==> src/rtl/fifo_rr_arbiter.sv <==
// fifo_rr_arbiter
//   Shares the write port of one valid/ready FIFO among NREQ producers.
//   Round-robin grant starting at ptr, 1-entry registered output stage
//   (1 beat/cycle). Each beat is tagged with the index of its source.
//
//   Optional feature macro: ARB_BURST_EN
//     defined   : the grant stays locked on a requester for up to MAXBURST
//                 consecutive beats, or until it drops valid in a load cycle.
//     undefined : pure round-robin, MAXBURST unused.
//
// Ports
//   clk_i        in   clock, rising edge
//   rstn_i       in   asynchronous active-low reset
//   req_valid_i  in   [NREQ]           per-requester valid
//   req_data_i   in   [NREQ*SIZEDATA]  requester k at [k*SIZEDATA +: SIZEDATA]
//   req_ready_o  out  [NREQ]           per-requester ready, one-hot or zero
//   valid_o      out                   beat available to the FIFO
//   data_o       out  [SIZEDATA]       beat data
//   src_o        out  [SRCW]           source requester index
//   ready_i      in                    FIFO can accept
module fifo_rr_arbiter #(
  parameter int SIZEDATA = 32,
  parameter int NREQ     = 4,
  parameter int MAXBURST = 4,
  localparam int SRCW    = (NREQ > 1) ? $clog2(NREQ) : 1
) (
  input  logic                     clk_i,
  input  logic                     rstn_i,
  input  logic [NREQ-1:0]          req_valid_i,
  input  logic [NREQ*SIZEDATA-1:0] req_data_i,
  output logic [NREQ-1:0]          req_ready_o,
  output logic                     valid_o,
  output logic [SIZEDATA-1:0]      data_o,
  output logic [SRCW-1:0]          src_o,
  input  logic                     ready_i
);

  logic [SRCW-1:0]     ptr_q, ptr_d;
  logic                valid_q, valid_d;
  logic [SIZEDATA-1:0] data_q, data_d;
  logic [SRCW-1:0]     src_q, src_d;

  logic                load_en;
  logic                gnt_any;
  logic [SRCW-1:0]     gnt_idx;
  logic [SRCW-1:0]     gnt_nxt;
  logic [SRCW:0]       scan_idx;
  logic                hs;

`ifdef ARB_BURST_EN
  localparam int CW = $clog2(MAXBURST + 1);
  logic [CW-1:0]   burst_cnt_q, burst_cnt_d;
  logic [CW-1:0]   beats;
  logic [SRCW-1:0] ptr_nxt;
`endif

  // First valid requester scanning ptr, ptr+1, ... modulo NREQ. The extra
  // bit on scan_idx holds ptr+i before the wrap so NREQ need not be 2^n.
  always_comb begin
    gnt_any  = 1'b0;
    gnt_idx  = '0;
    scan_idx = '0;
    for (int i = 0; i < NREQ; i++) begin
      scan_idx = (SRCW+1)'(ptr_q) + (SRCW+1)'(i);
      if (scan_idx >= (SRCW+1)'(NREQ))
        scan_idx = scan_idx - (SRCW+1)'(NREQ);
      if (!gnt_any && req_valid_i[scan_idx[SRCW-1:0]]) begin
        gnt_any = 1'b1;
        gnt_idx = scan_idx[SRCW-1:0];
      end
    end
  end

  assign load_en = !valid_q || ready_i;
  assign hs      = load_en && gnt_any;
  assign gnt_nxt = (gnt_idx == SRCW'(NREQ-1)) ? '0 : gnt_idx + 1'b1;

  // Gated with rstn_i so ready stays low for the whole reset, even though
  // the emptied output stage would otherwise enable a load.
  assign req_ready_o = (hs && rstn_i) ? (NREQ'(1) << gnt_idx) : '0;

  always_comb begin
    ptr_d   = ptr_q;
    valid_d = valid_q;
    data_d  = data_q;
    src_d   = src_q;
`ifdef ARB_BURST_EN
    burst_cnt_d = burst_cnt_q;
    beats       = '0;
    ptr_nxt     = (ptr_q == SRCW'(NREQ-1)) ? '0 : ptr_q + 1'b1;
`endif
    if (hs) begin
      valid_d = 1'b1;
      data_d  = req_data_i[int'(gnt_idx)*SIZEDATA +: SIZEDATA];
      src_d   = gnt_idx;
`ifdef ARB_BURST_EN
      // A nonzero count means ptr holds the locked owner; a grant to anyone
      // else means the owner dropped valid, so a fresh burst starts.
      beats = (burst_cnt_q != '0 && gnt_idx == ptr_q) ? burst_cnt_q + 1'b1
                                                        : CW'(1);
      if (beats < CW'(MAXBURST)) begin
        ptr_d       = gnt_idx;
        burst_cnt_d = beats;
      end else begin
        ptr_d       = gnt_nxt;
        burst_cnt_d = '0;
      end
`else
      ptr_d = gnt_nxt;
`endif
    end else if (load_en) begin
      // Drained (or still empty) with nothing to load; data/src hold.
      valid_d = 1'b0;
`ifdef ARB_BURST_EN
      // Locked owner idle in a load cycle: lock ends.
      if (burst_cnt_q != '0) begin
        ptr_d       = ptr_nxt;
        burst_cnt_d = '0;
      end
`endif
    end
  end

  always_ff @(posedge clk_i or negedge rstn_i) begin
    if (!rstn_i) begin
      ptr_q   <= '0;
      valid_q <= 1'b0;
      data_q  <= '0;
      src_q   <= '0;
    end else begin
      ptr_q   <= ptr_d;
      valid_q <= valid_d;
      data_q  <= data_d;
      src_q   <= src_d;
    end
  end

`ifdef ARB_BURST_EN
  always_ff @(posedge clk_i or negedge rstn_i) begin
    if (!rstn_i) burst_cnt_q <= '0;
    else         burst_cnt_q <= burst_cnt_d;
  end
`endif

  assign valid_o = valid_q;
  assign data_o  = data_q;
  assign src_o   = src_q;

endmodule

==> config.mk <==
export PLATFORM = sky130hd
export DESIGN_NAME = fifo_rr_arbiter
export DESIGN_NICKNAME = d
export VERILOG_FILES = /design/src/rtl/fifo_rr_arbiter.sv
export SDC_FILE = /design/constraint.sdc
export NUM_CORES = 1
export LEC_CHECK = 0
export CAP_MARGIN = 40
export CORE_ASPECT_RATIO = 2
export CORE_UTILIZATION = 34
export CTS_CLUSTER_DIAMETER = 50
export DETAILED_ROUTE_END_ITERATION = 7
export PLACE_DENSITY = 0.84
export SKIP_LAST_GASP = 1
export SYNTH_ARGS = -nofsm -noshare
export SYNTH_HDL_FRONTEND = slang
export SYNTH_SLANG_ARGS = --single-unit
==> constraint.sdc <==
create_clock -name clk_i -period 2.3 [get_ports clk_i]
set_input_delay 0.46 -clock clk_i [delete_from_list [all_inputs] [get_ports clk_i]]
set_output_delay 0.46 -clock clk_i [all_outputs]
set_load 0.1 [all_outputs]
# Yosys cells after proc, flatten, opt, wreduce, memory -nomap -nowiden
# Index checks and enable logic that the tools add are counted.
dict set report totals {
  elab_cells 58
  inputBits 135
  regBits 37
  out_inout_bits 39
}
dict set report op_classes {
  n_reduce_logical 11
  order_cmp 8
  muxes 24
  addsub 8
  shift 2
  n_eq_ne 1
}
# op count
set ops {}
lappend ops {{$shiftx A128 B8 Y32} 1}
lappend ops {{$mux W2} 9}
lappend ops {{$lt A2 B3 Y1 const B} 4}
lappend ops {{$mux W1} 10}
lappend ops {{$ge A3 B3 Y1 const B} 3}
lappend ops {{$bmux W1 S2} 4}
lappend ops {{$sub A2 B1 Y2 const B} 4}
lappend ops {{$add A2 B2 Y3 const B} 2}
lappend ops {{$logic_and A1 B1 Y1} 5}
lappend ops {{$logic_not A1 Y1} 4}
lappend ops {{$mux W4} 1}
lappend ops {{$shl A1 B2 Y4 const A} 1}
lappend ops {{$add A2 B1 Y3 const B} 1}
lappend ops {{$ge A2 B3 Y1 const B} 1}
lappend ops {{$add A2 B1 Y2 const B} 1}
lappend ops {{$eq A2 B2 Y1 const B} 1}
lappend ops {{$reduce_bool A2 Y1} 1}
lappend ops {{$logic_or A1 B1 Y1} 1}

# Longest topological paths before layout
dict set report logic_depth {
  ltp_word 17
  mapped_depth 9
  ltp_nobuf 7
}

# Worst setup path after synthesis
# Ideal clock, no wire load.
dict set report synth_timing {
  path_kind {flip-flop to output port}
  start {register valid_q, in the netlist valid_o}
  end {output req_ready_o[2]}
  stages_incl_launch_ff 4
  path_slack_ns -0.319
  path_buffers 1
  t_required_ns 1.840
  arrival_time_ns 2.159
  cell_sequence {dfrtp_1 a21oi_2 buf_2 and4_1}
}
dict set report synth_via {
  elab_chain_cells 5
}
# element line
set synth_lines {}
lappend synth_lines {{from (decl)} 39} ;# logic valid_q, valid_d;
lappend synth_lines {{from (signal assigned)} 132} ;# valid_q <= valid_d;
lappend synth_lines {{$logic_not A1 Y1} 74} ;# assign load_en = !valid_q || ready_i;
lappend synth_lines {{$logic_or A1 B1 Y1} 74}
lappend synth_lines {{$logic_and A1 B1 Y1} 75} ;# assign hs = load_en && gnt_any;
lappend synth_lines {{$logic_and A1 B1 Y1} 80} ;# assign req_ready_o = (hs && rstn_i) ? (NREQ'(1) << gnt_idx) : '0;
lappend synth_lines {{$mux W4} 80}
lappend synth_lines {{to (decl)} 31} ;# output logic [NREQ-1:0] req_ready_o,
# Every way passes these cells.

# Worst setup path after layout
dict set report layout_timing {
  start {input req_valid_i[1]}
  end {output req_ready_o[0]}
}
dict set report layout_via {
  elab_chain_cells 15
  word_cells_on_any_way 26
  classes_between {shift: 1; mux: 17; reduce/logical: 8}
}
# element line
set layout_lines {}
lappend layout_lines {{from (decl)} 29} ;# input logic [NREQ-1:0] req_valid_i,
lappend layout_lines {{$bmux W1 S2} 67} ;# if (!gnt_any && req_valid_i[scan_idx[SRCW-1:0]]) begin
lappend layout_lines {{$mux W1 (not written as such)} 67}
lappend layout_lines {{$mux W1} 67}
lappend layout_lines {{$logic_not A1 Y1} 67}
lappend layout_lines {{$logic_and A1 B1 Y1} 67}
lappend layout_lines {{$mux W1} 67}
lappend layout_lines {{$logic_not A1 Y1} 67}
lappend layout_lines {{$logic_and A1 B1 Y1} 67}
lappend layout_lines {{$mux W1} 67}
lappend layout_lines {{$logic_not A1 Y1} 67}
lappend layout_lines {{$logic_and A1 B1 Y1} 67}
lappend layout_lines {{$mux W1} 67}
lappend layout_lines {{$logic_and A1 B1 Y1} 75}
lappend layout_lines {{$logic_and A1 B1 Y1} 80}
lappend layout_lines {{$mux W4 *} 80}
# Every way passes the cells marked *; elsewhere a longest branch is shown, timed or not. The select of a mux whose other input is x is not followed.

==> impl_metrics.ini <==
[synthesis]
ys_warn_count = 0
synth_cells = 228
synth_edf_count = 0
ys_ff_latch = 37
syn-num-nets = 364
mappedNetlistArea_sq_um = 2320
synthArstFlopShare_pct = 100
synth_top_family_by_area = compound AO/OA/AOI/OAI gates
synthAdderAreaFrac_pct = 0.539
synthFlopType = dfrtp_1
synth_cell_type_count = 34
synth.mux.area_fraction_pct = 13.8
synth_compound_area_share_pct = 26.9
syn_avg_cell_area_sq_um = 10.2
yosys.area_share.xor_xnor_pct = 0
yosysSeqAreaShare_pct = 39.9
synth_simple_gate_area_share_pct = 10.7

[timing]
rsz0062_at_grt = yes
slew_viol_final = 0
final-setup-viol-count = 0
final.min_clock_period_ns = 2.30
holdWs_ns = 0.0322
finalCritPeriodShare_pct = 99.9
slew_headroom_pct = 78.7
fmax_mhz = 435
hold_violations = 0
worst_pin_slew_ns = 0.320
fin_skew_ns = 0.00828

[clock_network]
cts_root_buffer = clkbuf_16
clock_latency_ns = 0.28
cts_buffer_depth = 2
cts_made_buffers = 5
cts_max_level = 2
cts_tree = done
clk_pin_slew_ns = 0.06
cts_sinks = 37

[worst_setup_path]
worstPathArrival_ns = 1.84
rr_endpoint = data_o[1]
r2r_slack_ns = 0.38
path_cells = dlygate4sd2_1, buf_4, buf_4, o22a_2, o2bb2ai_4, and3_2, buf_12
r2r_start = ptr_q[0]
cp_max_fo = 5
crit_type = in2out
required_ns = 1.84
critPathMaxStageDelay_ns = 0.25
startpoint_type = input port
crit_top_cell = buf_4
rr_worst_depth = 7
critPathCaptureType = output pin
critPathSlowestCell = dlygate4sd2_1

[cells_and_area]
nets = 554
drive_gt1_share_pct = 23.9
syn_to_final_growth_pct = 89.6
num_antenna_cells = 0

[pwr]
p_leak_nw = 1.91
ir_worst_vdd_mv = 0.877
totalPowerFinal_mw = 5.17
powerDensity_nw_per_um2 = 1180

[route]
wl_per_cell_um = 17.4
wl_um = 8780
drt_iter0_drc = 99
drc = 0
final_antenna_net_count = 0
avgViaCountPerCell = 5.33
via_count = 2698
drt-pass1-iter-count = 4

[die]
coreArea_sq_um = 6620
rows = 42
die_w_um = 60.4
ios = 174
die_y_um = 119
start_util_pct = 35.0
die_area_sq_um = 7180

[global_routing]
antenna_found_initial = 0
grt_pass1_vias = 2903
grt_overflow = 0
grt_max_degree = 23
grt_first_pass_wirelength_um = 13700
grt.total_usage_pct = 25.7

[min_path]
hold_path.class = in2async

[placed_design]
place.gp.congestion = 0.872
portBuffers = 173
dpl.hpwl_um = 7110

[job]
maxCapViolations = 0

[status]
outcome = finished clean
[layer usage]
layer	GRT usage [%]	wire length (um)
met3	4.89	480
met1	24.3	2890
met2	49.5	5110
met4	10.5	303
met5	0	0
[synthesized netlist by cell type, types with 2 or more instances]
cell,number,area (sq um)
buf_2,9,45.0
o21ai_0,2,10.0
clkbuf_1,2,7.51
o22ai_1,32,200
a21oi_2,2,17.5
and3_1,4,25.0
dfrtp_1,37,926
buf_6,2,22.5
buf_4,5,37.5
inv_1,3,11.3
nand2_1,11,41.3
nor2_1,33,124
mux2i_1,32,320
a221oi_1,32,280
buf_12,3,60.1
[cells in the final DEF, fill, tap and decap left out, types with 2 or more instances in the layout]
cell	instances
clkdlybuf4s50_1	129
buf_4	62
dfrtp_1	36
nor2_1	33
mux2i_1	32
a221oi_1	32
o22ai_1	32
nand2_1	11
buf_12	8
clkbuf_16	5
inv_2	2
inv_1	2
o21ai_0	2
and3_2	2
buf_2	2
dlygate4sd2_1	2
[kinds of logic after synthesis]
family | after synthesis
AO/OA/AOI/OAI | 79
flip-flops | 37
adder cells (fa/ha/maj) | 1
AND/OR/NAND/NOR | 54
buffers and inverters | 25
multiplexers | 32
[worst max-delay path: cells and delay by family]
kind	cells	cell delay (ns)
buffers and inverters	4	0.71
AOI/OAI and AO/OA	2	0.43
and+or+nand+nor	1	0.23
[what timing repair did]
action,CTS,global route
pin swaps,1,1
gates resized for setup,11,3
setup endpoints to repair,4,2
buffers inserted,1,1
hold buffers,0,0
[power breakdown]
| part | internal [mW] | leakage [nW] | switching [mW] |
|---|---|---|---|
| clock network | 0.394 | 0.0667 | 0.251 |
| logic | 1.09 | 1.42 | 2.43 |
| registers | 0.875 | 0.423 | 0.128 |
| total | 2.36 | 1.91 | 2.81 |
[flip-flops by register name, summed over array words and instances (netlist names)]
signal / cells
data_o: 32
ptr_q: 2
src_o: 2
valid_o: 1
[worst max path at each step]
stage | startpoint | end | slack, ns
floorplan | req_valid_i[2] | req_ready_o[3] | 0.09
global placement | req_valid_i[0] | req_ready_o[3] | -0.30
detailed placement | req_valid_i[0] | req_ready_o[3] | -0.38
CTS | req_valid_i[1] | req_ready_o[0] | 0.005
global route | ptr_q[0] | req_ready_o[3] | -0.05
finish | req_valid_i[1] | req_ready_o[0] | 0.002
[stage by stage]
step,setup TNS (ns),worst slack [ns],instances,utilization (%),area (sq um)
floorplan,0,0.0920,228,-,2330
global placement,-1.74,-0.304,497,63.9,4230
detailed placement,-4.17,-0.377,497,63.9,4230
CTS,0,0.00466,505,66.1,4380
global route,-0.0777,-0.0466,506,66.4,4400
finish,0,0.00233,506,66.4,4400
[cell type report]
class / count / area (sq um)
clock buffer: 6 / 129
clock inverter: 1 / 5.00
fill: 558 / 2220
inverter: 4 / 15.0
multi-input combinational: 166 / 1260
sequential: 37 / 927
tap: 88 / 110
timing repair buffer: 204 / 1960
No activity file was read; power rests on OpenSTA's default activity.
